$ cat config.mk
export PLATFORM = sky130hd
export DESIGN_NAME = ps2_packet_decoder
export DESIGN_NICKNAME = d
export VERILOG_FILES = /design/src/rtl/ps2_packet_decoder.sv
export SDC_FILE = /design/constraint.sdc
export NUM_CORES = 1
export LEC_CHECK = 0
export ABC_AREA = 0
export CORE_MARGIN = 2
export CORE_UTILIZATION = 54
export DETAILED_ROUTE_END_ITERATION = 7
export PLACE_DENSITY = 0.8
export SYNTH_ARGS = -nofsm -noshare
export SYNTH_HDL_FRONTEND = slang
export SYNTH_SLANG_ARGS = --single-unit
$ cat constraint.sdc
create_clock -name clk -period 2.7 [get_ports clk]
set_input_delay 0.405 -clock clk [delete_from_list [all_inputs] [get_ports clk]]
set_output_delay 0.405 -clock clk [all_outputs]
set_load 0.02 [all_outputs]
$ cat src/rtl/ps2_packet_decoder.sv
// ---------------------------------------------------------------------------
// ps2_packet_decoder
//
// Assembles 3-byte (standard) or 4-byte (wheel) PS/2 mouse packets from the
// byte-level PS/2 receiver. It converts the 9-bit two's-complement deltas
// into scaled magnitude/direction velocities and reports the button state and
// button-press edges. It also resynchronises on bad headers and idle
// timeouts.
//
// Parameters:
//   PKT_BYTES - 3 (standard mouse) or 4 (wheel mouse)
//   VEL_SHIFT - right shift applied to each delta magnitude
//   VEL_W     - velocity output width (>= 9 - VEL_SHIFT)
//   TIMEOUT   - idle cycles before a partial packet / held velocity is dropped
//
// Ports:
//   clk        in   system clock, all logic on posedge
//   rst        in   synchronous active-high reset
//   byte_ready in   ready level from the byte receiver; a rising edge = new byte
//   byte_data  in   received byte, stable while byte_ready is high
//   pkt_valid  out  one-cycle pulse when a packet has been decoded
//   vx, vy     out  scaled delta magnitudes
//   dx, dy     out  direction, 1 = positive (X right, Y up)
//   btn        out  {middle, right, left} from the last packet
//   btn_press  out  rising-edge button flags, valid with pkt_valid
//   wheel      out  signed Z delta (0 for 3-byte packets)
//   ovf        out  {Y overflow, X overflow} from the last packet
//   sync_err   out  one-cycle pulse when a byte is rejected as a header
//   state      out  current FSM state (debug)
// ---------------------------------------------------------------------------
module ps2_packet_decoder #(
  parameter int PKT_BYTES = 3,
  parameter int VEL_SHIFT = 1,
  parameter int VEL_W     = 10,
  parameter int TIMEOUT   = 9999999
) (
  input  logic             clk,
  input  logic             rst,
  input  logic             byte_ready,
  input  logic [7:0]       byte_data,
  output logic             pkt_valid,
  output logic [VEL_W-1:0] vx,
  output logic [VEL_W-1:0] vy,
  output logic             dx,
  output logic             dy,
  output logic [2:0]       btn,
  output logic [2:0]       btn_press,
  output logic [3:0]       wheel,
  output logic [1:0]       ovf,
  output logic             sync_err,
  output logic [2:0]       state
);

  typedef enum logic [2:0] {
    S_B0   = 3'd0,
    S_B1   = 3'd1,
    S_B2   = 3'd2,
    S_B3   = 3'd3,
    S_HOLD = 3'd4
  } state_t;

  localparam int               CNT_W = $clog2(TIMEOUT + 1);
  localparam logic [CNT_W-1:0] TMO   = CNT_W'(TIMEOUT);

  state_t           st;
  logic             rdy_q;
  logic [CNT_W-1:0] tmo_cnt;

  // Header fields kept individually; bit 3 is always 1 once accepted.
  logic [2:0]       hdr_btn;
  logic             hdr_sx, hdr_sy, hdr_ox, hdr_oy;
  logic [7:0]       xbyte, ybyte;

  assign state = st;

  // Magnitude of a 9-bit two's-complement delta. -256 maps to 256 because the
  // result is 9-bit unsigned. An overflowed axis saturates at 256.
  function automatic logic [8:0] axis_mag(input logic [8:0] val, input logic ov);
    if (ov)
      return 9'h100;
    return val[8] ? (~val + 9'd1) : val;
  endfunction

  logic       accept;
  logic       tmo_hit;
  logic       last_byte;
  logic [7:0] y_src;
  logic [3:0] z_src;
  logic [8:0] x_scaled, y_scaled;

  assign accept    = byte_ready & ~rdy_q;
  assign tmo_hit   = (tmo_cnt == TMO);
  assign last_byte = accept && ((st == S_B2 && PKT_BYTES == 3) || st == S_B3);

  // The closing byte is decoded straight off byte_data, so the results appear
  // in the cycle after it is accepted rather than one cycle later.
  assign y_src    = (PKT_BYTES == 4) ? ybyte : byte_data;
  assign z_src    = (PKT_BYTES == 4) ? byte_data[3:0] : 4'h0;
  assign x_scaled = axis_mag({hdr_sx, xbyte}, hdr_ox) >> VEL_SHIFT;
  assign y_scaled = axis_mag({hdr_sy, y_src}, hdr_oy) >> VEL_SHIFT;

  // NOTE: all state here is updated with non-blocking assignments so every
  // register samples the pre-edge values. Later assignments in the same block
  // deliberately override earlier defaults, such as the pulse clears and the
  // next-state choice.
  always_ff @(posedge clk) begin
    if (rst) begin
      st        <= S_B0;
      rdy_q     <= 1'b0;
      tmo_cnt   <= '0;
      hdr_btn   <= '0;
      hdr_sx    <= 1'b0;
      hdr_sy    <= 1'b0;
      hdr_ox    <= 1'b0;
      hdr_oy    <= 1'b0;
      xbyte     <= '0;
      ybyte     <= '0;
      pkt_valid <= 1'b0;
      vx        <= '0;
      vy        <= '0;
      dx        <= 1'b0;
      dy        <= 1'b0;
      btn       <= '0;
      btn_press <= '0;
      wheel     <= '0;
      ovf       <= '0;
      sync_err  <= 1'b0;
    end else begin
      rdy_q     <= byte_ready;
      pkt_valid <= 1'b0;
      sync_err  <= 1'b0;

      if (accept)
        tmo_cnt <= '0;
      else if (!tmo_hit)
        tmo_cnt <= tmo_cnt + 1'b1;

      if (accept) begin
        // An accepted byte always wins over a timeout reached in the same cycle.
        unique case (st)
          S_B0, S_HOLD: begin
            if (byte_data[3]) begin
              hdr_btn <= byte_data[2:0];
              hdr_sx  <= byte_data[4];
              hdr_sy  <= byte_data[5];
              hdr_ox  <= byte_data[6];
              hdr_oy  <= byte_data[7];
              st      <= S_B1;
            end else begin
              sync_err <= 1'b1;
              st       <= S_B0;
            end
          end
          S_B1: begin
            xbyte <= byte_data;
            st    <= S_B2;
          end
          S_B2: begin
            ybyte <= byte_data;
            st    <= (PKT_BYTES == 4) ? S_B3 : S_HOLD;
          end
          S_B3:    st <= S_HOLD;
          default: st <= S_B0;
        endcase
      end else if (tmo_hit && st != S_B0) begin
        // Idle too long: drop a partial packet, or stop a held motion.
        if (st == S_HOLD) begin
          vx    <= '0;
          vy    <= '0;
          wheel <= '0;
        end
        st <= S_B0;
      end

      if (last_byte) begin
        pkt_valid <= 1'b1;
        vx        <= VEL_W'(x_scaled);
        vy        <= VEL_W'(y_scaled);
        dx        <= ~hdr_sx;
        dy        <= ~hdr_sy;
        btn       <= hdr_btn;
        // btn only changes on a decoded packet, so it is the previous packet's
        // button state at this point.
        btn_press <= hdr_btn & ~btn;
        wheel     <= z_src;
        ovf       <= {hdr_oy, hdr_ox};
      end
    end
  end

endmodule

# After elaboration in Yosys (flattened, before gate mapping)
# Index checks and enable logic that the tools add are counted.
op_classes:
  n_bitwise: 10
  add_sub_neg: 3
  mux: 19
  n_reduce_logical: 15
  eq_ne: 6
ops:
  columns: ["cell", "n"]
  rows:
  - ["9-bit 2-to-1 mux", 6]
  - ["8-bit 2-to-1 mux", 5]
  - ["24-bit by 1-bit adder with 24-bit output (second input constant)", 1]
  - ["24-bit == test (second input constant)", 1]
  - ["9-bit by 1-bit adder with 9-bit output (second input constant)", 2]
  - ["9-bit inverter", 2]
  - ["3-bit case mux with 3 select lines", 1]
  - ["3-bit by 2-bit == test with 1-bit output (second input constant)", 2]
  - ["3-bit 2-to-1 mux", 2]
  - ["3-bit AND reduction", 2]
  - ["2-bit nonzero test", 3]
  - ["2-bit OR reduction", 3]
  - ["1-bit 2-to-1 mux", 5]
  - ["1-bit inverter", 5]
  - ["3-bit AND", 1]
  - ["3-bit by 1-bit == test with 1-bit output (second input constant)", 1]
  - ["3-bit == test (second input constant)", 1]
  - ["3-bit logical NOT", 1]
  - ["3-bit inverter", 1]
  - ["3-bit nonzero test", 1]
  - ["3-bit OR reduction", 1]
  - ["1-bit logical AND", 2]
  - ["2-bit by 1-bit inequality test with 1-bit output (second input constant)", 1]
  - ["2-bit AND reduction", 1]
  - ["other kinds (2)", 2]
word_totals:
  inputBits: 11
  ff_bits: 71
  output_inout_bits: 39
  word_cells: 71

# Logic depth before layout (Yosys ltp)
depth:
  ltp_word: 5
  ltp_mapped: 7
  depth_no_buf: 6

# Worst setup path after synthesis
# Ideal clock, no wire load.
synth_timing:
  kind: "reg2reg"
  start: "reg tmo_cnt[0]"
  end: "reg vx[7]"
  stages_incl_launch_ff: 8
  t_arrival_ns: 1.805
  n_path_buf: 2
  setup_ns: 0.132
  setup_slack_ns: 0.763
  t_required_ns: 2.568
  synth_period_minus_slack_ns: 1.937
  cell_sequence: "dfxtp_1 > ha_1 > nand2_1 > or4_1 > clkbuf_1 > nor3_4 > buf_4 > o32ai_1"
synth_via:
  elab_chain_cells: 4
synth_lines:
  columns: ["element", "line_no", "rtl"]
  rows:
  - ["start, declared", "67", "logic [CNT_W-1:0] tmo_cnt;"]
  - ["start signal, assigned", "136", "tmo_cnt <= tmo_cnt + 1'b1;"]
  - ["24-bit == test", "92", "assign tmo_hit = (tmo_cnt == TMO);"]
  - ["1-bit logical AND", "165", "end else if (tmo_hit && st != S_B0) begin"]
  - ["2-bit nonzero test (no source line)", null, null]
  - ["3-bit AND reduction (no source line)", null, null]
  - ["end signal, assigned", "177", "vx <= VEL_W'(x_scaled);"]
  - ["end, declared", "42", "output logic [VEL_W-1:0] vx,"]
# No other way between the ends.
# A chain may end at the register's enable or synchronous reset.

# Worst setup path after layout
layout_timing:
  start: "reg tmo_cnt[0]"
  end: "reg vy[1]"
layout_via:
  elab_chain_cells: 4
layout_lines:
  columns: ["element", "line_no", "rtl"]
  rows:
  - ["24-bit == test", "92", null]
  - ["1-bit logical AND", "165", null]
  - ["2-bit nonzero test (no source line)", null, null]
  - ["3-bit AND reduction (no source line)", null, null]
  - ["end signal, assigned", "178", "vy <= VEL_W'(y_scaled);"]
  - ["end, declared", "43", "output logic [VEL_W-1:0] vy,"]
# No other way between the ends.

==> impl_metrics.csv <==
group,metric,value,unit
status,outcome,"complete, no violations",
grt,grt_max_degree,64,
placement,placed_area,0.00378,mm2
clocking,clk_latency,0.36,ns
detailed_routing,vias,2899,
worst_hold_path,hold_depth,2,
grt,overflow,0,
cells_and_area,final_area,0.00403,mm2
power_and_ir_drop,power.density,567,mW/mm2
clocking,cts_setup_buffers,0,
die,start_util,0.562,
critical_path,cp.arrival,2.52,ns
cells_and_area,nets,432,
sta,drv_slew,0,
synthesis,yosys-mux-area-fraction,0.0565,
synthesis,synth_compound_area_frac,0.151,
cells_and_area,fillers,479,
synthesis,synth_cell_types,47,
detailed_routing,drtPass1Iterations,4,
run,cap_violations,0,
placement,routabilityCongestion,0.796,
clocking,cts_root_buf,"clkbuf_8",
synthesis,synth-adder-area-share,0.0111,
synthesis,synth_area_leaders,"dfxtp_1, mux2i_1, a21oi_1",
synthesis,syn_area,0.00337,mm2
cells_and_area,layout-drive-gt1-share,0.0686,
sta,fin_tns_setup,0,ns
synthesis,synthFlopType,"dfxtp_1",
sta,rsz0062_at_grt,"no",
critical_path,max_stage_delay,0.68,ns
clocking,cts_sinks,71,
clocking,numCtsBuffers,9,
synthesis,synth_xor_area_frac,0.0442,
clocking,hold_buffers,0,
cells_and_area,diodes,0,
cells_and_area,final_cell_mix,"dfxtp_1, clkdlybuf4s50_1, nor2_1",
synthesis,yosys.area_share.simple,0.258,
sta,final.min_clock_period,2.30,ns
placement,io_buffers,41,
critical_path,crit_slowest_cell,"or4_1",
detailed_routing,drtIter0Drc,222,
cells_and_area,syn_to_final_growth,19.7,%
critical_path,path_cells,"ha_1, nand2_1, or4_1, nor3_4, o21ai_0",
clocking,clk_pin_slew,0.08,ns
clocking,clock_path_buffers,2,
sta,hold-worst-slack,0.477,ns
critical_path,critical_path_required,2.91,ns
sta,clock_skew,0.0123,ns
synthesis,synth_top_area_cell,"dfxtp_1",
critical_path,crit_family,"simple AND/OR/NAND/NOR gates",
critical_path,cp_max_fo,16,
grt,grt_pass1_wl,12.8,mm
clocking,cts_tree,"yes",
cells_and_area,utilization,0.673,
clocking,ctsResizeCount,0,
worst_hold_path,hold_class,"register to register",
die,die_area,0.00688,mm2
detailed_routing,detail_route.wl_per_cell,15.5,um
critical_path,end_kind,"register",
detailed_routing,drt_drc_violations_left,0,
power_and_ir_drop,vdd_drop_max,0.553,mV
power_and_ir_drop,leakagePower,1.42,nW
grt,grt_pass1_vias,2668,
sta,final-hold-violation-count,0,
detailed_routing,via_per_inst,5.82,
die,coreArea,0.00599,mm2
synthesis,synth_area_per_cell,8.75,um2
synthesis,synth_edf_count,0,
critical_path,cp.depth,5,
sta,fmax,434,MHz
die,fp.dieH,83.0,um
synthesis,async_flop_share,0,
sta,report.final.setup_viol,0,
die,pin_count,50,
grt,grt.total_usage,0.227,
grt,antenna_found_initial,0,
synthesis,ys_warn_count,0,
sta,worst_slew_pin_slew,0.686,ns
synthesis,synth_top_area_frac,0.422,
synthesis,ys_seq_area_frac,0.422,
critical_path,criticalPathCategory,"register to register",
placement,hpwl,5.22,mm
die,die_w,83.0,um
detailed_routing,routed_wl,7.71,mm
clocking,cts_max_level,3,
critical_path,cp_num_buf_inv,0,
synthesis,synth_seq_cells,71,
synthesis,synth_cells,385,
sta,period_share,0.853,
sta,worst_slack,0.398,ns
critical_path,r2r.worst_path.cells,5,
sta,slew_headroom,0.542,
die,fp-row-count,28,
detailed_routing,ant_nets,0,
critical_path,start_kind,"register",
cells_and_area,final_common_cell,"dfxtp_1",
synthesis,synth_top_family_by_area,"simple AND/OR/NAND/NOR gates",
placement,dp_slack,0.407,ns
-- flip-flops by register name, summed over array words and instances, names as in the netlist, 3 cells and up --
signal and flops:
xbyte 8, btn_press 3, hdr_btn 3, vx 8, vy 8, tmo_cnt 24
state 3, btn 3
-- cell usage after synthesis, types with 3 or more instances --
library cell  number
a21oi_1           27
inv_1              6
nor3b_1            4
or4_1             10
dfxtp_1           71
a21boi_0           7
o31ai_1            3
or3_1             12
o22ai_1            4
mux2i_1           19
buf_4             11
ha_1               3
nand2_1           27
xor2_1             6
xnor2_1           11
o32ai_1            8
nor4_1             5
nand3b_1          16
nor2b_1            4
nand4_1            6
o21ai_1            4
nand3_1           12
nor3_1             9
nand2b_1           3
a2111o_1           3
clkbuf_1          20
o21ai_0           15
nor2_1            35
-- tightest hold or removal path, stage by stage, from the launching register on --
cell and delay (ns):
dfxtp_1 0.33, nand2_1 0.06, a21oi_1 0.05
-- stage by stage --
step / std cells / power [mW]
6_report: 498 / 2.29
5_1_grt: 498 / 2.35
4_1_cts: 498 / 2.30
3_5_place_dp: 482 / 1.24
3_3_place_gp: 482 / 1.24
2_1_floorplan: 392 / 1.20
-- final cells by class --
class	instances	area, um2	area share
clock buffer	9	124	0.0307
timing repair buffer	48	458	0.114
tap	75	93.8	0.0233
inverter	6	22.5	0.00559
clock inverter	7	128	0.0317
sequential	71	1420	0.353
multi-input combinational	282	1780	0.442
-- per-layer routing --
layer / wire [um] / global-route usage / part of all wire / up-vias
met2: 3700 / 0.356 / 0.48 / 52
met1: 3550 / 0.291 / 0.46 / 1388
met4: 133 / 0.0864 / 0.017 / 0
li1: - / - / - / 1445
met3: 327 / 0.0736 / 0.042 / 14
met5: 0 / 0 / 0 / -
-- cell families (layout without fill, tap and decap cells) --
group           count (synthesis)  after routing
simple gates                  155            155
compound gates                 80             80
xor+xnor                       17             17
flops                          71             71
other cells                     1              8
mux                            19             19
fa+ha+maj                       3              3
buf+inv                        39             70
-- final timing paths --
path | startpoint | end | slack [ns]
min | ovf[0] | ovf[0] | 0.48
min reg2reg | ovf[0] | ovf[0] | 0.48
max reg2reg | tmo_cnt[0] | vy[1] | 0.40
max | tmo_cnt[0] | vy[1] | 0.40
-- power by group --
group | total (mW) | switching [mW] | internal [mW]
clock | 1.07 | 0.442 | 0.628
sequential | 1.08 | 0.0158 | 1.06
combinational | 0.140 | 0.0822 | 0.0581
total | 2.29 | 0.540 | 1.75
Note: power is estimated with default switching activity, not from simulation.
